### src/rtl/systolic_array_scheduler_pkg.sv
// Shared types and helpers for the systolic array scheduler.
// Optional perf counters are enabled with SCHED_PERF_CNT_EN.
package systolic_sched_pkg;

  typedef enum logic [1:0] {
    IDLE   = 2'd0,
    STREAM = 2'd1,
    DRAIN  = 2'd2,
    DONE   = 2'd3
  } sched_state_e;

  localparam int unsigned PERF_CNT_WIDTH = 32;

  // LSB of lane 'lane' inside a packed multi-lane bus
  function automatic int unsigned lane_lsb(input int unsigned lane, input int unsigned width);
    return lane * width;
  endfunction

endpackage

### src/rtl/systolic_array_scheduler_if.sv
// Edge-stream bundle between the operand sources, the PE array edges and the result sink.
interface systolic_array_scheduler_if #(
  parameter int unsigned PE_NUMBER_I = 4,
  parameter int unsigned PE_NUMBER_J = 4,
  parameter int unsigned OP0_WIDTH   = 16,
  parameter int unsigned OP1_WIDTH   = 16,
  parameter int unsigned PSUM_WIDTH  = OP0_WIDTH + OP1_WIDTH
);

  logic [PE_NUMBER_J*OP0_WIDTH-1:0]  s_axis_a_tdata;
  logic                              s_axis_a_tvalid;
  logic                              s_axis_a_tready;

  logic [PE_NUMBER_J*OP0_WIDTH-1:0]  m_axis_l_tdata;
  logic [PE_NUMBER_J-1:0]            m_axis_l_tvalid;
  logic [PE_NUMBER_J-1:0]            m_axis_l_tready;
  logic [PE_NUMBER_J-1:0]            m_axis_l_tlast;

  logic [PE_NUMBER_I*OP1_WIDTH-1:0]  s_axis_w_tdata;
  logic                              s_axis_w_tvalid;
  logic                              s_axis_w_tready;

  logic [PE_NUMBER_I*OP1_WIDTH-1:0]  m_axis_t_tdata;
  logic [PE_NUMBER_I-1:0]            m_axis_t_tvalid;
  logic [PE_NUMBER_I-1:0]            m_axis_t_tready;
  logic [PE_NUMBER_I-1:0]            m_axis_t_tlast;

  logic [PE_NUMBER_I*PSUM_WIDTH-1:0] s_axis_d_tdata;
  logic [PE_NUMBER_I-1:0]            s_axis_d_tvalid;
  logic [PE_NUMBER_I-1:0]            s_axis_d_tready;
  logic [PE_NUMBER_I-1:0]            s_axis_d_tlast;

  logic [PE_NUMBER_I*PSUM_WIDTH-1:0] m_axis_res_tdata;
  logic [PE_NUMBER_I-1:0]            m_axis_res_tvalid;
  logic [PE_NUMBER_I-1:0]            m_axis_res_tready;
  logic [PE_NUMBER_I-1:0]            m_axis_res_tlast;

  // Scheduler side
  modport slave (
    input  s_axis_a_tdata, s_axis_a_tvalid,
    output s_axis_a_tready,
    output m_axis_l_tdata, m_axis_l_tvalid, m_axis_l_tlast,
    input  m_axis_l_tready,
    input  s_axis_w_tdata, s_axis_w_tvalid,
    output s_axis_w_tready,
    output m_axis_t_tdata, m_axis_t_tvalid, m_axis_t_tlast,
    input  m_axis_t_tready,
    input  s_axis_d_tdata, s_axis_d_tvalid, s_axis_d_tlast,
    output s_axis_d_tready,
    output m_axis_res_tdata, m_axis_res_tvalid, m_axis_res_tlast,
    input  m_axis_res_tready
  );

  // Environment side (sources, array, sink)
  modport master (
    output s_axis_a_tdata, s_axis_a_tvalid,
    input  s_axis_a_tready,
    input  m_axis_l_tdata, m_axis_l_tvalid, m_axis_l_tlast,
    output m_axis_l_tready,
    output s_axis_w_tdata, s_axis_w_tvalid,
    input  s_axis_w_tready,
    input  m_axis_t_tdata, m_axis_t_tvalid, m_axis_t_tlast,
    output m_axis_t_tready,
    output s_axis_d_tdata, s_axis_d_tvalid, s_axis_d_tlast,
    input  s_axis_d_tready,
    input  m_axis_res_tdata, m_axis_res_tvalid, m_axis_res_tlast,
    output m_axis_res_tready
  );

endinterface

### src/rtl/systolic_array_scheduler_fork.sv
// axis_lane_fork: splits one packed source beat into LANES independent edge streams,
// each lane taking the beat exactly once before the source beat is consumed.
module axis_lane_fork
  import systolic_sched_pkg::*;
#(
  parameter int unsigned LANES = 4,
  parameter int unsigned WIDTH = 16
) (
  input  logic                   clk,
  input  logic                   rst_n,
  input  logic                   en,
  input  logic                   last_beat,
  input  logic [LANES*WIDTH-1:0] src_data,
  input  logic                   src_valid,
  output logic                   src_ready,
  output logic                   fire,
  output logic [LANES*WIDTH-1:0] lane_data,
  output logic [LANES-1:0]       lane_valid,
  output logic [LANES-1:0]       lane_last,
  input  logic [LANES-1:0]       lane_ready
);

  logic [LANES-1:0] sent;

  for (genvar l = 0; l < LANES; l++) begin : g_lane
    localparam int unsigned LSB = lane_lsb(l, WIDTH);
    assign lane_data[LSB +: WIDTH] = src_data[LSB +: WIDTH];
  end

  assign lane_valid = {LANES{src_valid & en}} & ~sent;
  assign lane_last  = {LANES{en & last_beat}};
  // Source beat retires once every lane has either taken it now or earlier
  assign src_ready  = en & (&(lane_ready | sent));
  assign fire       = src_valid & src_ready;

  always_ff @(posedge clk or negedge rst_n) begin
    if (!rst_n) begin
      sent <= '0;
    end else if (fire) begin
      sent <= '0;
    end else begin
      sent <= sent | (lane_valid & lane_ready);
    end
  end

endmodule

### src/rtl/systolic_array_scheduler.sv
// Tile sequencer for an I x J systolic array: forks operand beats to edge lanes,
// frames tiles with tlast, tracks result tlasts. SCHED_PERF_CNT_EN adds perf counters.
module systolic_array_scheduler
  import systolic_sched_pkg::*;
#(
  parameter int unsigned PE_NUMBER_I = 4,
  parameter int unsigned PE_NUMBER_J = 4,
  parameter int unsigned OP0_WIDTH   = 16,
  parameter int unsigned OP1_WIDTH   = 16,
  parameter int unsigned PSUM_WIDTH  = OP0_WIDTH + OP1_WIDTH,
  parameter int unsigned K_WIDTH     = 16
) (
  input  logic               clk,
  input  logic               rst_n,
  input  logic               cfg_start,
  input  logic [K_WIDTH-1:0] cfg_k_len,
  input  logic [K_WIDTH-1:0] cfg_tiles,
  output logic               busy,
  output logic               done,
  output logic               err_cfg,
  output logic               err_unaligned,
`ifdef SCHED_PERF_CNT_EN
  output logic [PERF_CNT_WIDTH-1:0] perf_cycles,
  output logic [PERF_CNT_WIDTH-1:0] perf_stall_a,
  output logic [PERF_CNT_WIDTH-1:0] perf_stall_w,
`endif
  systolic_array_scheduler_if.slave bus
);

  sched_state_e           state;
  logic [K_WIDTH-1:0]     k_len;
  logic [K_WIDTH-1:0]     tiles_left;
  logic [K_WIDTH-1:0]     a_cnt;
  logic [K_WIDTH-1:0]     w_cnt;
  logic [PE_NUMBER_I-1:0] col_seen;

  logic a_en, w_en, a_last, w_last, a_fire, w_fire;
  logic [PE_NUMBER_I-1:0] res_fire, last_fire;
  logic in_tile, dup_last, idle_result, cols_done, cfg_ok, start_ok;

  assign a_en   = (state == STREAM) && (a_cnt < k_len);
  assign w_en   = (state == STREAM) && (w_cnt < k_len);
  assign a_last = (a_cnt == k_len - K_WIDTH'(1));
  assign w_last = (w_cnt == k_len - K_WIDTH'(1));

  axis_lane_fork #(.LANES(PE_NUMBER_J), .WIDTH(OP0_WIDTH)) u_fork_a (
    .clk        (clk),
    .rst_n      (rst_n),
    .en         (a_en),
    .last_beat  (a_last),
    .src_data   (bus.s_axis_a_tdata),
    .src_valid  (bus.s_axis_a_tvalid),
    .src_ready  (bus.s_axis_a_tready),
    .fire       (a_fire),
    .lane_data  (bus.m_axis_l_tdata),
    .lane_valid (bus.m_axis_l_tvalid),
    .lane_last  (bus.m_axis_l_tlast),
    .lane_ready (bus.m_axis_l_tready)
  );

  axis_lane_fork #(.LANES(PE_NUMBER_I), .WIDTH(OP1_WIDTH)) u_fork_w (
    .clk        (clk),
    .rst_n      (rst_n),
    .en         (w_en),
    .last_beat  (w_last),
    .src_data   (bus.s_axis_w_tdata),
    .src_valid  (bus.s_axis_w_tvalid),
    .src_ready  (bus.s_axis_w_tready),
    .fire       (w_fire),
    .lane_data  (bus.m_axis_t_tdata),
    .lane_valid (bus.m_axis_t_tvalid),
    .lane_last  (bus.m_axis_t_tlast),
    .lane_ready (bus.m_axis_t_tready)
  );

  // Results pass straight through; the scheduler only watches handshakes
  assign bus.m_axis_res_tdata  = bus.s_axis_d_tdata;
  assign bus.m_axis_res_tvalid = bus.s_axis_d_tvalid;
  assign bus.m_axis_res_tlast  = bus.s_axis_d_tlast;
  assign bus.s_axis_d_tready   = bus.m_axis_res_tready;

  assign res_fire    = bus.s_axis_d_tvalid & bus.m_axis_res_tready;
  assign last_fire   = res_fire & bus.s_axis_d_tlast;
  assign in_tile     = (state == STREAM) || (state == DRAIN);
  assign dup_last    = in_tile && (|(last_fire & col_seen));
  assign idle_result = (state == IDLE) && (|res_fire);
  assign cols_done   = &(col_seen | last_fire);
  assign cfg_ok      = (cfg_k_len != '0) && (cfg_tiles != '0);
  assign start_ok    = (state == IDLE) && cfg_start && cfg_ok;

  always_ff @(posedge clk or negedge rst_n) begin
    if (!rst_n) begin
      state         <= IDLE;
      k_len         <= '0;
      tiles_left    <= '0;
      a_cnt         <= '0;
      w_cnt         <= '0;
      col_seen      <= '0;
      busy          <= 1'b0;
      done          <= 1'b0;
      err_cfg       <= 1'b0;
      err_unaligned <= 1'b0;
    end else begin
      done    <= 1'b0;
      err_cfg <= 1'b0;
      if (a_fire) a_cnt <= a_cnt + K_WIDTH'(1);
      if (w_fire) w_cnt <= w_cnt + K_WIDTH'(1);
      if (in_tile) col_seen <= col_seen | last_fire;

      unique case (state)
        IDLE: begin
          if (cfg_start) begin
            if (cfg_ok) begin
              k_len         <= cfg_k_len;
              tiles_left    <= cfg_tiles;
              a_cnt         <= '0;
              w_cnt         <= '0;
              col_seen      <= '0;
              busy          <= 1'b1;
              err_unaligned <= 1'b0;
              state         <= STREAM;
            end else begin
              err_cfg <= 1'b1;
            end
          end
        end
        STREAM: begin
          if ((a_cnt == k_len) && (w_cnt == k_len)) state <= DRAIN;
        end
        DRAIN: begin
          if (cols_done) begin
            col_seen   <= '0;
            tiles_left <= tiles_left - K_WIDTH'(1);
            if (tiles_left == K_WIDTH'(1)) begin
              busy  <= 1'b0;
              done  <= 1'b1;
              state <= DONE;
            end else begin
              a_cnt <= '0;
              w_cnt <= '0;
              state <= STREAM;
            end
          end
        end
        DONE: begin
          state <= IDLE;
        end
        default: state <= IDLE;
      endcase

      // A stray result outranks the clear on the same cycle's start
      if (dup_last || idle_result) err_unaligned <= 1'b1;
    end
  end

`ifdef SCHED_PERF_CNT_EN
  always_ff @(posedge clk or negedge rst_n) begin
    if (!rst_n) begin
      perf_cycles  <= '0;
      perf_stall_a <= '0;
      perf_stall_w <= '0;
    end else if (start_ok) begin
      perf_cycles  <= '0;
      perf_stall_a <= '0;
      perf_stall_w <= '0;
    end else begin
      if (busy) perf_cycles <= perf_cycles + PERF_CNT_WIDTH'(1);
      if ((state == STREAM) && bus.s_axis_a_tvalid && !bus.s_axis_a_tready)
        perf_stall_a <= perf_stall_a + PERF_CNT_WIDTH'(1);
      if ((state == STREAM) && bus.s_axis_w_tvalid && !bus.s_axis_w_tready)
        perf_stall_w <= perf_stall_w + PERF_CNT_WIDTH'(1);
    end
  end
`else
  logic unused_start_ok;
  assign unused_start_ok = start_ok;
`endif

endmodule

### src/flat_wrapper.sv
// flat-port wrapper written by rule: the top's interface ports become plain ports
module systolic_array_scheduler_flat import systolic_sched_pkg::*;
#(
  parameter int unsigned PE_NUMBER_I = 4,
  parameter int unsigned PE_NUMBER_J = 4,
  parameter int unsigned OP0_WIDTH   = 16,
  parameter int unsigned OP1_WIDTH   = 16,
  parameter int unsigned PSUM_WIDTH  = OP0_WIDTH + OP1_WIDTH,
  parameter int unsigned K_WIDTH     = 16
)
  (clk, rst_n, cfg_start, cfg_k_len, cfg_tiles, busy, done, err_cfg, err_unaligned, bus_s_axis_a_tdata, bus_s_axis_a_tvalid, bus_s_axis_a_tready, bus_m_axis_l_tdata, bus_m_axis_l_tvalid, bus_m_axis_l_tlast, bus_m_axis_l_tready, bus_s_axis_w_tdata, bus_s_axis_w_tvalid, bus_s_axis_w_tready, bus_m_axis_t_tdata, bus_m_axis_t_tvalid, bus_m_axis_t_tlast, bus_m_axis_t_tready, bus_s_axis_d_tdata, bus_s_axis_d_tvalid, bus_s_axis_d_tlast, bus_s_axis_d_tready, bus_m_axis_res_tdata, bus_m_axis_res_tvalid, bus_m_axis_res_tlast, bus_m_axis_res_tready);
  systolic_array_scheduler_if #(.PE_NUMBER_I(PE_NUMBER_I), .PE_NUMBER_J(PE_NUMBER_J), .OP0_WIDTH(OP0_WIDTH), .OP1_WIDTH(OP1_WIDTH), .PSUM_WIDTH(PSUM_WIDTH)) bus_i ();
  input  logic clk;
  input  logic rst_n;
  input  logic cfg_start;
  input  logic [K_WIDTH-1:0] cfg_k_len;
  input  logic [K_WIDTH-1:0] cfg_tiles;
  output logic busy;
  output logic done;
  output logic err_cfg;
  output logic err_unaligned;
  input wire logic [$bits(bus_i.s_axis_a_tdata)-1:0] bus_s_axis_a_tdata;
  input wire logic [$bits(bus_i.s_axis_a_tvalid)-1:0] bus_s_axis_a_tvalid;
  output wire logic [$bits(bus_i.s_axis_a_tready)-1:0] bus_s_axis_a_tready;
  output wire logic [$bits(bus_i.m_axis_l_tdata)-1:0] bus_m_axis_l_tdata;
  output wire logic [$bits(bus_i.m_axis_l_tvalid)-1:0] bus_m_axis_l_tvalid;
  output wire logic [$bits(bus_i.m_axis_l_tlast)-1:0] bus_m_axis_l_tlast;
  input wire logic [$bits(bus_i.m_axis_l_tready)-1:0] bus_m_axis_l_tready;
  input wire logic [$bits(bus_i.s_axis_w_tdata)-1:0] bus_s_axis_w_tdata;
  input wire logic [$bits(bus_i.s_axis_w_tvalid)-1:0] bus_s_axis_w_tvalid;
  output wire logic [$bits(bus_i.s_axis_w_tready)-1:0] bus_s_axis_w_tready;
  output wire logic [$bits(bus_i.m_axis_t_tdata)-1:0] bus_m_axis_t_tdata;
  output wire logic [$bits(bus_i.m_axis_t_tvalid)-1:0] bus_m_axis_t_tvalid;
  output wire logic [$bits(bus_i.m_axis_t_tlast)-1:0] bus_m_axis_t_tlast;
  input wire logic [$bits(bus_i.m_axis_t_tready)-1:0] bus_m_axis_t_tready;
  input wire logic [$bits(bus_i.s_axis_d_tdata)-1:0] bus_s_axis_d_tdata;
  input wire logic [$bits(bus_i.s_axis_d_tvalid)-1:0] bus_s_axis_d_tvalid;
  input wire logic [$bits(bus_i.s_axis_d_tlast)-1:0] bus_s_axis_d_tlast;
  output wire logic [$bits(bus_i.s_axis_d_tready)-1:0] bus_s_axis_d_tready;
  output wire logic [$bits(bus_i.m_axis_res_tdata)-1:0] bus_m_axis_res_tdata;
  output wire logic [$bits(bus_i.m_axis_res_tvalid)-1:0] bus_m_axis_res_tvalid;
  output wire logic [$bits(bus_i.m_axis_res_tlast)-1:0] bus_m_axis_res_tlast;
  input wire logic [$bits(bus_i.m_axis_res_tready)-1:0] bus_m_axis_res_tready;
  assign bus_i.s_axis_a_tdata = bus_s_axis_a_tdata;
  assign bus_i.s_axis_a_tvalid = bus_s_axis_a_tvalid;
  assign bus_s_axis_a_tready = bus_i.s_axis_a_tready;
  assign bus_m_axis_l_tdata = bus_i.m_axis_l_tdata;
  assign bus_m_axis_l_tvalid = bus_i.m_axis_l_tvalid;
  assign bus_m_axis_l_tlast = bus_i.m_axis_l_tlast;
  assign bus_i.m_axis_l_tready = bus_m_axis_l_tready;
  assign bus_i.s_axis_w_tdata = bus_s_axis_w_tdata;
  assign bus_i.s_axis_w_tvalid = bus_s_axis_w_tvalid;
  assign bus_s_axis_w_tready = bus_i.s_axis_w_tready;
  assign bus_m_axis_t_tdata = bus_i.m_axis_t_tdata;
  assign bus_m_axis_t_tvalid = bus_i.m_axis_t_tvalid;
  assign bus_m_axis_t_tlast = bus_i.m_axis_t_tlast;
  assign bus_i.m_axis_t_tready = bus_m_axis_t_tready;
  assign bus_i.s_axis_d_tdata = bus_s_axis_d_tdata;
  assign bus_i.s_axis_d_tvalid = bus_s_axis_d_tvalid;
  assign bus_i.s_axis_d_tlast = bus_s_axis_d_tlast;
  assign bus_s_axis_d_tready = bus_i.s_axis_d_tready;
  assign bus_m_axis_res_tdata = bus_i.m_axis_res_tdata;
  assign bus_m_axis_res_tvalid = bus_i.m_axis_res_tvalid;
  assign bus_m_axis_res_tlast = bus_i.m_axis_res_tlast;
  assign bus_i.m_axis_res_tready = bus_m_axis_res_tready;
  systolic_array_scheduler #(.PE_NUMBER_I(PE_NUMBER_I), .PE_NUMBER_J(PE_NUMBER_J), .OP0_WIDTH(OP0_WIDTH), .OP1_WIDTH(OP1_WIDTH), .PSUM_WIDTH(PSUM_WIDTH), .K_WIDTH(K_WIDTH)) u_core (.clk(clk), .rst_n(rst_n), .cfg_start(cfg_start), .cfg_k_len(cfg_k_len), .cfg_tiles(cfg_tiles), .busy(busy), .done(done), .err_cfg(err_cfg), .err_unaligned(err_unaligned), .bus(bus_i));
endmodule
### config.mk
export PLATFORM = sky130hd
export DESIGN_NAME = systolic_array_scheduler_flat
export DESIGN_NICKNAME = d
export VERILOG_FILES = /design/src/rtl/systolic_array_scheduler_pkg.sv /design/src/rtl/systolic_array_scheduler_if.sv /design/src/rtl/systolic_array_scheduler_fork.sv /design/src/rtl/systolic_array_scheduler.sv /design/src/flat_wrapper.sv
export SDC_FILE = /design/constraint.sdc
export NUM_CORES = 1
export LEC_CHECK = 0
export CORE_AREA = 2 2 237 239
export CTS_CLUSTER_SIZE = 20
export DETAILED_ROUTE_END_ITERATION = 6
export DIE_AREA = 0 0 239 241
export DONT_BUFFER_PORTS = 1
export GPL_TIMING_DRIVEN = 0
export PLACE_DENSITY = 0.3
export SLEW_MARGIN = 30
export SYNTH_ARGS = -nofsm -noshare
export SYNTH_HDL_FRONTEND = slang
export SYNTH_HIERARCHICAL = 1
export SYNTH_SLANG_ARGS = --single-unit
### constraint.sdc
create_clock -name clk -period 4.7 [get_ports clk]
set_input_delay 0.47 -clock clk [delete_from_list [all_inputs] [get_ports clk]]
set_output_delay 0.47 -clock clk [all_outputs]
set_load 0.005 [all_outputs]
==> impl_metrics.ini, run 1 <==
[place]
dp_slack_ns = -0.0286
port-buffer-count = 0
routabilityCongestion = 0.815
hpwl_um = 23600

[yosys]
ys_types = 60
synth_top_flop_cell = dfrtp_1
synthCells = 950
avgSynthCellArea_sq_um = 8.38
syn_area_sq_mm = 0.00796
async_flop_share_pct = 100
ys_seq_area_share_pct = 25.8
synth-edff-count = 0
yosysWarningCount = 6
ys_seq_elements = 82
synth_nets = 1303

[worst_setup_path]
slowest_delay_ns = 0.54
path_class = flip-flop to flip-flop
worstSetupStartpointType = flip-flop
critical_path_required_ns = 4.93
crit_chain = inv_1, ha_1, a21o_1, a21o_1, a21o_1, a21oi_1, nor2_1, a2111oi_4, buf_4, and2_4, and3_1, and3_1, nand4_1, nor2_1, nand3_1, xor2_1, nor2_1
crit_arrival_ns = 4.49
cp_slowest_cell = dfrtp_1
cp_max_fo = 9
endpoint_kind = flip-flop
r2r_cells = 17

[timing]
max_freq_mhz = 235
rsz0062_at_grt = no
setup_ws_ns = 0.440
finalHoldViolations = 0
tightest_slew_ns = 0.812
post-route-period-util_pct = 90.6
worst_hold_slack_ns = 0.198
maxSlewViolCount = 0
fin_tns_setup_ns = 0
finalClockSkew_ns = 0.0156
max_slew_margin_pct = 45.9
setup_viol_count_final = 0
fin_crit_ns = 4.26

[status]
outcome = complete, no violations

[clock_network]
clock_latency_ns = 0.38
cts_max_level = 3
cts.sink_count = 82
cts_buffer_depth = 2
cts_tree = done
path_clk_slew_ns = 0.07
numCtsBuffers = 9
post-cts-setup-buffer-count = 0
cts-root-buf = clkbuf_16

[worst_hold_path]
hp-class = input port to flip-flop
hold_path_depth = 2

[final_layout]
mostFrequentLayoutCell = buf_4
drive_above_1_share_pct = 34.4
syn_to_final_growth_pct = 16.4
post-route-util_pct = 16.9
final_cell_mix = buf_4, dfrtp_1, nor2_1, nand2_1, a21oi_1
nNetsFinal = 1314

[global_routing]
grt_pass1_wl_um = 40200
grt_overflow = 0
grt_pass1_vias = 6143
grt_antenna_before_repair = 5
grt.total_usage_pct = 9.56
grt_max_degree = 83

[pwr]
powerDensity_mw_per_mm2 = 428
p_sw_share_pct = 44.4
combPwrFrac_pct = 49.1
p_seq_share_pct = 29.7
pwr-share-clk_pct = 21.2
ir_worst_vdd_v = 0.000171
power.leakage_nw = 4.02
p_int_mw = 2.21
p_switching_mw = 1.76

[route]
dr.pass1.iters = 4
drc = 0
drtIter0Drc = 255
drt_wl_total_um = 29200
via_count = 6421
wl_per_cell_um = 17.4
viasPerCell = 3.83
final_antenna_net_count = 0

[die]
die_y_um = 241
core-area_sq_mm = 0.0549
start_util_pct = 14.5
die-width_um = 239
rows = 86
die-area_sq_mm = 0.0576
ios = 603

[flow_run]
max_cap_viol_count = 0
## worst max-delay path, delay by kind of cell, from the launching register on
family                     cells  cell delay (ns)
AOI/OAI and AO/OA              5             1.04
xor gates and xnor gates       1             0.15
adders and majority gates      1             0.35
buffers and inverters          2             0.41
DFF                            1             0.54
and+or+nand+nor                8             1.61
## through the flow
stage	instance area, sq um	std cells	power (mW)
4_1_cts	9250	1673	4.07
3_3_place_gp	8840	1654	3.16
6_report	9260	1676	3.97
2_1_floorplan	7960	950	2.53
3_5_place_dp	8860	1655	3.15
5_1_grt	9260	1676	4.33
## power groups by stage
stage / clock, mW / combinational (mW) / sequential [mW]
global route: 0.913 / 2.20 / 1.22
floorplan: 0 / 1.46 / 1.07
detailed placement: 0 / 2.00 / 1.16
finish: 0.840 / 1.95 / 1.18
global placement: 0 / 2.00 / 1.16
CTS: 0.888 / 2.04 / 1.15
## sequential cells by signal, summed over array words and instances, names as in the netlist
register / cells
u_core/a_cnt: 16
u_core/busy: 1
u_core/col_seen: 4
u_core/done: 1
u_core/err_cfg: 1
u_core/err_unaligned: 1
u_core/k_len: 16
u_core/state: 2
u_core/tiles_left: 16
u_core/u_fork_a/sent: 4
u_core/u_fork_w/sent: 4
u_core/w_cnt: 16
## logic make-up after synthesis
kind of cell / synth area share, %
flip-flops: 25.8
AND/OR/NAND/NOR: 16.7
AO/OA/AOI/OAI: 12.6
multiplexers: 2.64
adder cells (fa/ha/maj): 6.29
buffers and inverters: 29.2
XOR/XNOR: 6.82
## path summary, 6_finish.rpt
| kind | end | startpoint | slack [ns] |
|---|---|---|---|
| setup / recovery | u_core/w_cnt[15] | u_core/k_len[9] | 0.44 |
| hold / removal | u_core/err_cfg | cfg_start | 0.20 |
| setup reg to reg | u_core/w_cnt[15] | u_core/k_len[9] | 0.44 |
| hold reg to reg | u_core/col_seen[3] | u_core/col_seen[3] | 0.54 |
| max in group asynchronous | u_core/u_fork_a/sent[1] | rst_n | 3.63 |
| min in group asynchronous | u_core/tiles_left[3] | rst_n | 0.64 |
## cell usage after synthesis (21+ instances only)
library cell	instances	area share, %
a21oi_1	42	2.6
a31oi_1	23	1.8
buf_4	275	26
clkbuf_1	21	0.99
dfrtp_1	82	26
ha_1	40	6.3
inv_1	32	1.5
nand2_1	44	2.1
nand3_1	21	1.3
nand4_1	21	1.7
nor2_1	79	3.7
o21ai_0	27	1.7
xnor2_1	40	4.4
xor2_1	22	2.4
## cell type report
type,instances,area [sq um]
fill,6208,45600
sequential,82,2050
inverter,32,120
clock buffer,9,225
clock inverter,7,108
timing repair buffer,3,45.0
buffer,299,2190
multi-input combinational,534,3620
antenna,6,15.0
tap,704,881
## repair_timing
| action | in CTS | in global routing |
|---|---|---|
| endpoints found under the hold margin | 82 | 0 |
| endpoints found under the setup margin | 2 | 5 |
| gates resized for setup | 1 | 2 |
| pin swaps | 0 | 0 |
| hold buffers | 2 | 0 |
## routing by layer
layer | wire [um] | part of all wire, % | up-vias | GRT usage (%)
met5 | 0 | 0 | - | 0
met4 | 822 | 2.8 | 0 | 4.09
met3 | 2130 | 7.3 | 23 | 3.01
met2 | 13900 | 48 | 298 | 15.3
met1 | 12300 | 42 | 3059 | 11.8
li1 | - | - | 3041 | -
Note: power is estimated with default switching activity, not from simulation.
==> inputs of run 2 (changes only) <==
--- a/config.mk
+++ b/config.mk
@@ -5,6 +5,7 @@
 export SDC_FILE = /design/constraint.sdc
 export NUM_CORES = 1
 export LEC_CHECK = 0
+export ABC_AREA = 0
 export CORE_AREA = 2 2 237 239
 export CTS_CLUSTER_SIZE = 20
 export DETAILED_ROUTE_END_ITERATION = 6
==> constraint.sdc (replaced) <==
create_clock -name clk -period 3.7 [get_ports clk]
set_input_delay 0.37 -clock clk [delete_from_list [all_inputs] [get_ports clk]]
set_output_delay 0.37 -clock clk [all_outputs]
set_load 0.005 [all_outputs]
==> run 2 against run 1 <==
Non-clock buffer count increased by 15. Clock power increased by 19%. Global-route usage increased by 0.086 points. Sequential power increased by 26%. Critical path type is now flip-flop to primary output.
==> impl_metrics.ini, run 2 (synthesis results as in run 1) <==
[die]
die-width_um = 239
die_y_um = 241
rows = 86
die-area_sq_mm = 0.0576
ios = 603
core-area_sq_mm = 0.0549
start_util_pct = 14.5

[worst_setup_path]
endpoint_kind = primary output
critical_path_required_ns = 3.33
worstSetupStartpointType = flip-flop
crit_arrival_ns = 3.33
path_class = flip-flop to primary output
cp_max_fo = 8

[route]
viasPerCell = 3.88
final_antenna_net_count = 0
drc = 0
drt_wl_total_um = 29900
dr.pass1.iters = 4
drtIter0Drc = 299
wl_per_cell_um = 17.7
via_count = 6553

[final_layout]
mostFrequentLayoutCell = buf_4
drive_above_1_share_pct = 40.1
design_area_sq_mm = 0.00961
fillers = 6142
nNetsFinal = 1329
syn_to_final_growth_pct = 20.8
final_cell_mix = buf_4, nor2_1, dfrtp_1, nand2_1, a21oi_1

[timing]
rsz0062_at_grt = yes
max_freq_mhz = 270
fin_tns_setup_ns = 0
post-route-period-util_pct = 100
finalClockSkew_ns = 0.0149
fin_crit_ns = 3.70
finalHoldViolations = 0
maxSlewViolCount = 0
setup_viol_count_final = 0
max_slew_margin_pct = 41.8
tightest_slew_ns = 0.865

[status]
outcome = complete, no violations

[clock_network]
path_clk_slew_ns = 0.07
numCtsBuffers = 9
cts_tree = done
clock_latency_ns = 0.38
cts-root-buf = clkbuf_16
cts.sink_count = 82
cts_max_level = 3
cts_buffer_depth = 2

[place]
hpwl_um = 24000
port-buffer-count = 0
place_area_sq_mm = 0.00886
routabilityCongestion = 0.855

[global_routing]
grt_overflow = 0
grt.total_usage_pct = 9.64
grt_pass1_wl_um = 40800
grt_antenna_before_repair = 2
grt_pass1_vias = 6188
grt_max_degree = 83

[flow_run]
max_cap_viol_count = 0

[pwr]
powerDensity_mw_per_mm2 = 545
ir_worst_vdd_v = 0.000218
power.leakage_nw = 4.13

[worst_hold_path]
hp-class = input port to flip-flop
run 2: changes by cell type in the layout (fill, tap and decap cells not counted), sizes merged:
cell	change
buf	+14
diode	-4
inv	-3
clkbuf	+2
clkinvlp	+2
bufinv	-1
clkinv	+1
run 2: final cells by class:
| class | instances | area (sq um) | share of cell area, % |
|---|---|---|---|
| Timing Repair Buffer | 17 | 154 | 1.60 |
| Clock buffer | 10 | 239 | 2.49 |
| Buffer | 300 | 2200 | 22.9 |
| Tap cell | 704 | 881 | 9.17 |
| Multi-Input combinational cell | 534 | 3870 | 40.2 |
| Sequential cell | 82 | 2060 | 21.5 |
| Clock inverter | 6 | 72.6 | 0.755 |
| Antenna cell | 2 | 5.00 | 0.0521 |
| Inverter | 32 | 124 | 1.29 |
run 2: worst max-delay path: stages (launching register included):
cell and delay, ns:
dfrtp_2 0.49, or4_4 0.63, nor4_4 0.35, o32ai_1 0.13, a311oi_2 0.27, nand4_1 0.22
a2111oi_4 0.44, and2_4 0.28, buf_4 0.13
run 2: stage by stage:
step,setup WS (ns),hold WS (ns),utilization [%],power [mW],std cells
floorplan,0.00288,0.0744,-,3.22,950
global placement,-1.52,0.0775,16.1,4.02,1654
detailed placement,-1.09,0.0783,16.2,4.01,1654
CTS,0.00437,0.0984,17.2,5.28,1680
global route,-0.133,0.105,17.5,5.69,1687
finish,0.000166,0.129,17.5,5.24,1687
run 2: routing by layer:
metal	GRT usage (%)	wire length (um)	share of wire, %	vias up
li1	-	-	-	3067
met1	11.7	12300	41	3145
met2	16.2	14800	49	318
met3	2.99	2310	7.7	23
met4	3.07	525	1.8	0
met5	0	0	0	-
run 2: timing repair:
item                                    in CTS  in global routing
hold buffers                                 2                  0
buffers inserted                            10                  5
hold endpoints to repair                    82                  0
endpoints found under the setup margin      46                 22
gates resized for setup                     45                 30
pin swaps                                   13                  9
run 2: where the power goes:
part / internal [mW] / total, mW / switching, mW
Combinational: 1.17 / 2.75 / 1.58
Clock: 0.549 / 1.00 / 0.455
Sequential: 1.17 / 1.49 / 0.318
run 2: worst paths after layout:
check	from	to	slack, ns	cells past startpoint
worst max-delay path	u_core/k_len[0]	bus_m_axis_l_tlast[3]	0.0002	8
worst min-delay path	cfg_k_len[5]	u_core/k_len[5]	0.13	1
worst max register to register	u_core/w_cnt[1]	u_core/w_cnt[14]	0.22	16
worst min register to register	u_core/col_seen[1]	u_core/col_seen[1]	0.53	2
max in group asynchronous	rst_n	u_core/k_len[1]	2.74	2
min in group asynchronous	rst_n	u_core/tiles_left[4]	0.51	2
==> inputs of run 3 (changes only) <==
--- a/config.mk
+++ b/config.mk
@@ -5,11 +5,11 @@
 export SDC_FILE = /design/constraint.sdc
 export NUM_CORES = 1
 export LEC_CHECK = 0
-export ABC_AREA = 0
-export CORE_AREA = 2 2 237 239
+export ABC_AREA = 1
+export CORE_AREA = 2 2 234 236
 export CTS_CLUSTER_SIZE = 20
 export DETAILED_ROUTE_END_ITERATION = 6
-export DIE_AREA = 0 0 239 241
+export DIE_AREA = 0 0 236 238
 export DONT_BUFFER_PORTS = 1
 export GPL_TIMING_DRIVEN = 0
 export PLACE_DENSITY = 0.3
==> run 3 against run 2 <==
Largest cell class unchanged. Highest routed layer unchanged. Critical path type is now flip-flop to flip-flop. Largest power group unchanged. Count of clock-buffer cells in the layout decreased by 1. Synthesized cell count increased by 25%. Worst setup slack improved by 0.34 ns.
==> impl_metrics.ini, run 3 <==
[route]
drc = 0
final_antenna_net_count = 0
wl_per_cell_um = 15.1
dr.pass1.iters = 4
drt_wl_total_um = 28900
drtIter0Drc = 245
via_count = 6943
viasPerCell = 3.63

[global_routing]
grt_pass1_wl_um = 41400
grt_max_degree = 83
grt.total_usage_pct = 9.82
grt_antenna_before_repair = 0
grt_pass1_vias = 6781
grt_overflow = 0

[final_layout]
design_area_sq_mm = 0.00967
syn_to_final_growth_pct = 17.1
instances_no_fill = 1911
nNetsFinal = 1563
drive_above_1_share_pct = 29.1
diodes = 0
fillers = 6066
final_cell_mix = buf_4, nand2_1, nor2_1, inv_1, dfrtp_1
post-route-util_pct = 18.1
mostFrequentLayoutCell = buf_4

[yosys]
synth_nets = 1541
ys_top_cells_by_area = buf_4, dfrtp_1, nand2_1
yosysWarningCount = 6
yosys.area.top_type = buf_4
yosys-top-cells-count = buf_4, nand2_1, nor2_1, inv_1, dfrtp_1
ys_seq_elements = 82
synthCells = 1188
yosysMostFrequentCell = buf_4
netlist.area_leader.share_pct = 25.1
synth_top_flop_cell = dfrtp_1
synth-edff-count = 0
avgSynthCellArea_sq_um = 6.95
syn_area_sq_mm = 0.00826
ys_types = 39
async_flop_share_pct = 100
ys_seq_area_share_pct = 24.9

[timing]
max_slew_margin_pct = 59.1
finalHoldViolations = 0
maxSlewViolCount = 0
fin_crit_ns = 3.36
worst_hold_slack_ns = 0.109
rsz0062_at_grt = no
post-route-period-util_pct = 90.9
setup_ws_ns = 0.335
fin_tns_setup_ns = 0
setup_viol_count_final = 0
tightest_slew_ns = 0.611
finalClockSkew_ns = 0.0167
max_freq_mhz = 297

[clock_network]
cts.sink_count = 82
numCtsBuffers = 9
path_clk_slew_ns = 0.08
clock_latency_ns = 0.38
cts-root-buf = clkbuf_16
cts_tree = done
cts_max_level = 3
cts_buffer_depth = 2

[worst_setup_path]
critical_path_required_ns = 3.98
r2r_cells = 18
path_class = flip-flop to flip-flop
crit_arrival_ns = 3.64
cp_max_fo = 7
r2r_start = u_core/k_len[13]
cp.buffers_inverters = 4
reg2reg_slack_ns = 0.34
crit_end = u_core/a_cnt[15]
cp-startpoint = u_core/k_len[13]
path_delay_family = simple AND/OR/NAND/NOR gates
endpoint_kind = flip-flop
worstSetupStartpointType = flip-flop
cp.depth = 18
slowest_delay_ns = 0.40
reg2reg_to = u_core/a_cnt[15]
cp_slowest_cell = dfrtp_1
crit_chain = inv_1, ha_1, nand2_1, nor2_1, nand4_1, a31oi_1, a211oi_4, buf_12, nand2_2, clkinv_2, nand3_4, inv_4, nand2_1, nor2_2, nand4_1, nor4_4, xor2_1, nor2_1

[die]
die-area_sq_mm = 0.0562
die_y_um = 238
start_util_pct = 15.4
ios = 603
die-width_um = 236
core-area_sq_mm = 0.0535
rows = 85

[pwr]
p_switching_mw = 2.57
p_int_mw = 2.69
power_mw = 5.26
ir_worst_vdd_v = 0.000223
p_seq_share_pct = 26.5
power.leakage_nw = 4.76
powerDensity_mw_per_mm2 = 544
p_sw_share_pct = 48.8
pwr-share-clk_pct = 18.4
combPwrFrac_pct = 55.2

[place]
port-buffer-count = 0
place_area_sq_mm = 0.00914
hpwl_um = 24000
place_inst = 1884
routabilityCongestion = 0.783
dp_slack_ns = -0.582

[worst_hold_path]
hp-class = input port to flip-flop

[status]
outcome = complete, no violations

[flow_run]
max_cap_viol_count = 0
run 3: changes by cell type after synthesis, sizes merged, moves of 26 or more:
cell,previous run,this run
nand2,44,249
nor2,79,171
inv,32,115
nand3,21,71
xnor2,40,4
o21ai,27,53
run 3: kinds of logic (layout without fill, tap and decap cells):
| group | count (synthesis) | count (layout) | share of synthesized area [%] |
|---|---|---|---|
| DFF | 82 | 82 | 24.9 |
| xor gates and xnor gates | 39 | 39 | 4.14 |
| buffers and inverters | 405 | 432 | 31.5 |
| AOI/OAI and AO/OA | 94 | 94 | 6.26 |
| and+or+nand+nor | 528 | 528 | 27.2 |
| adders and majority gates | 40 | 40 | 6.06 |
run 3: cell type report:
class / count / area (sq um) / share of cell area, %
inverters: 117 / 444 / 4.59
well taps: 696 / 871 / 9.01
clock buffers: 9 / 225 / 2.33
clock inverters: 7 / 71.3 / 0.738
plain buffers: 288 / 2160 / 22.3
repair buffers: 11 / 130 / 1.35
multi-input cells: 701 / 3720 / 38.4
flip-flops and latches: 82 / 2050 / 21.2
run 3: what timing repair did:
item | in CTS | in global routing
setup endpoints to repair | 18 | 19
hold buffers | 2 | 0
pin swaps | 3 | 5
buffers inserted | 4 | 5
endpoints found under the hold margin | 82 | 0
gates resized for setup | 7 | 20
run 3: power by group through the flow:
stage | Combinational (mW) | Sequential (mW) | Clock [mW]
2_1_floorplan | 2.07 | 1.34 | 0
3_3_place_gp | 2.80 | 1.42 | 0
3_5_place_dp | 2.80 | 1.41 | 0
4_1_cts | 2.94 | 1.40 | 1.03
5_1_grt | 3.34 | 1.43 | 1.06
6_report | 2.90 | 1.39 | 0.965
run 3: per-layer routing:
metal	part of all wire, %	GRT usage [%]	up-vias
met2	50	17.1	248
li1	-	-	3505
met5	0	0	-
met4	0.82	2.03	0
met3	5.5	2.26	9
met1	44	12.3	3181
run 3: how the worst min path moves through the flow:
| stage | start | end | cells past startpoint |
|---|---|---|---|
| finish | cfg_k_len[5] | u_core/k_len[5] | 2 |
| global placement | rst_n | u_core/tiles_left[0] | 0 |
| floorplan | rst_n | u_core/a_cnt[0] | 0 |
| global route | cfg_k_len[10] | u_core/k_len[10] | 2 |
| detailed placement | rst_n | u_core/tiles_left[0] | 0 |
| CTS | cfg_k_len[11] | u_core/k_len[11] | 2 |
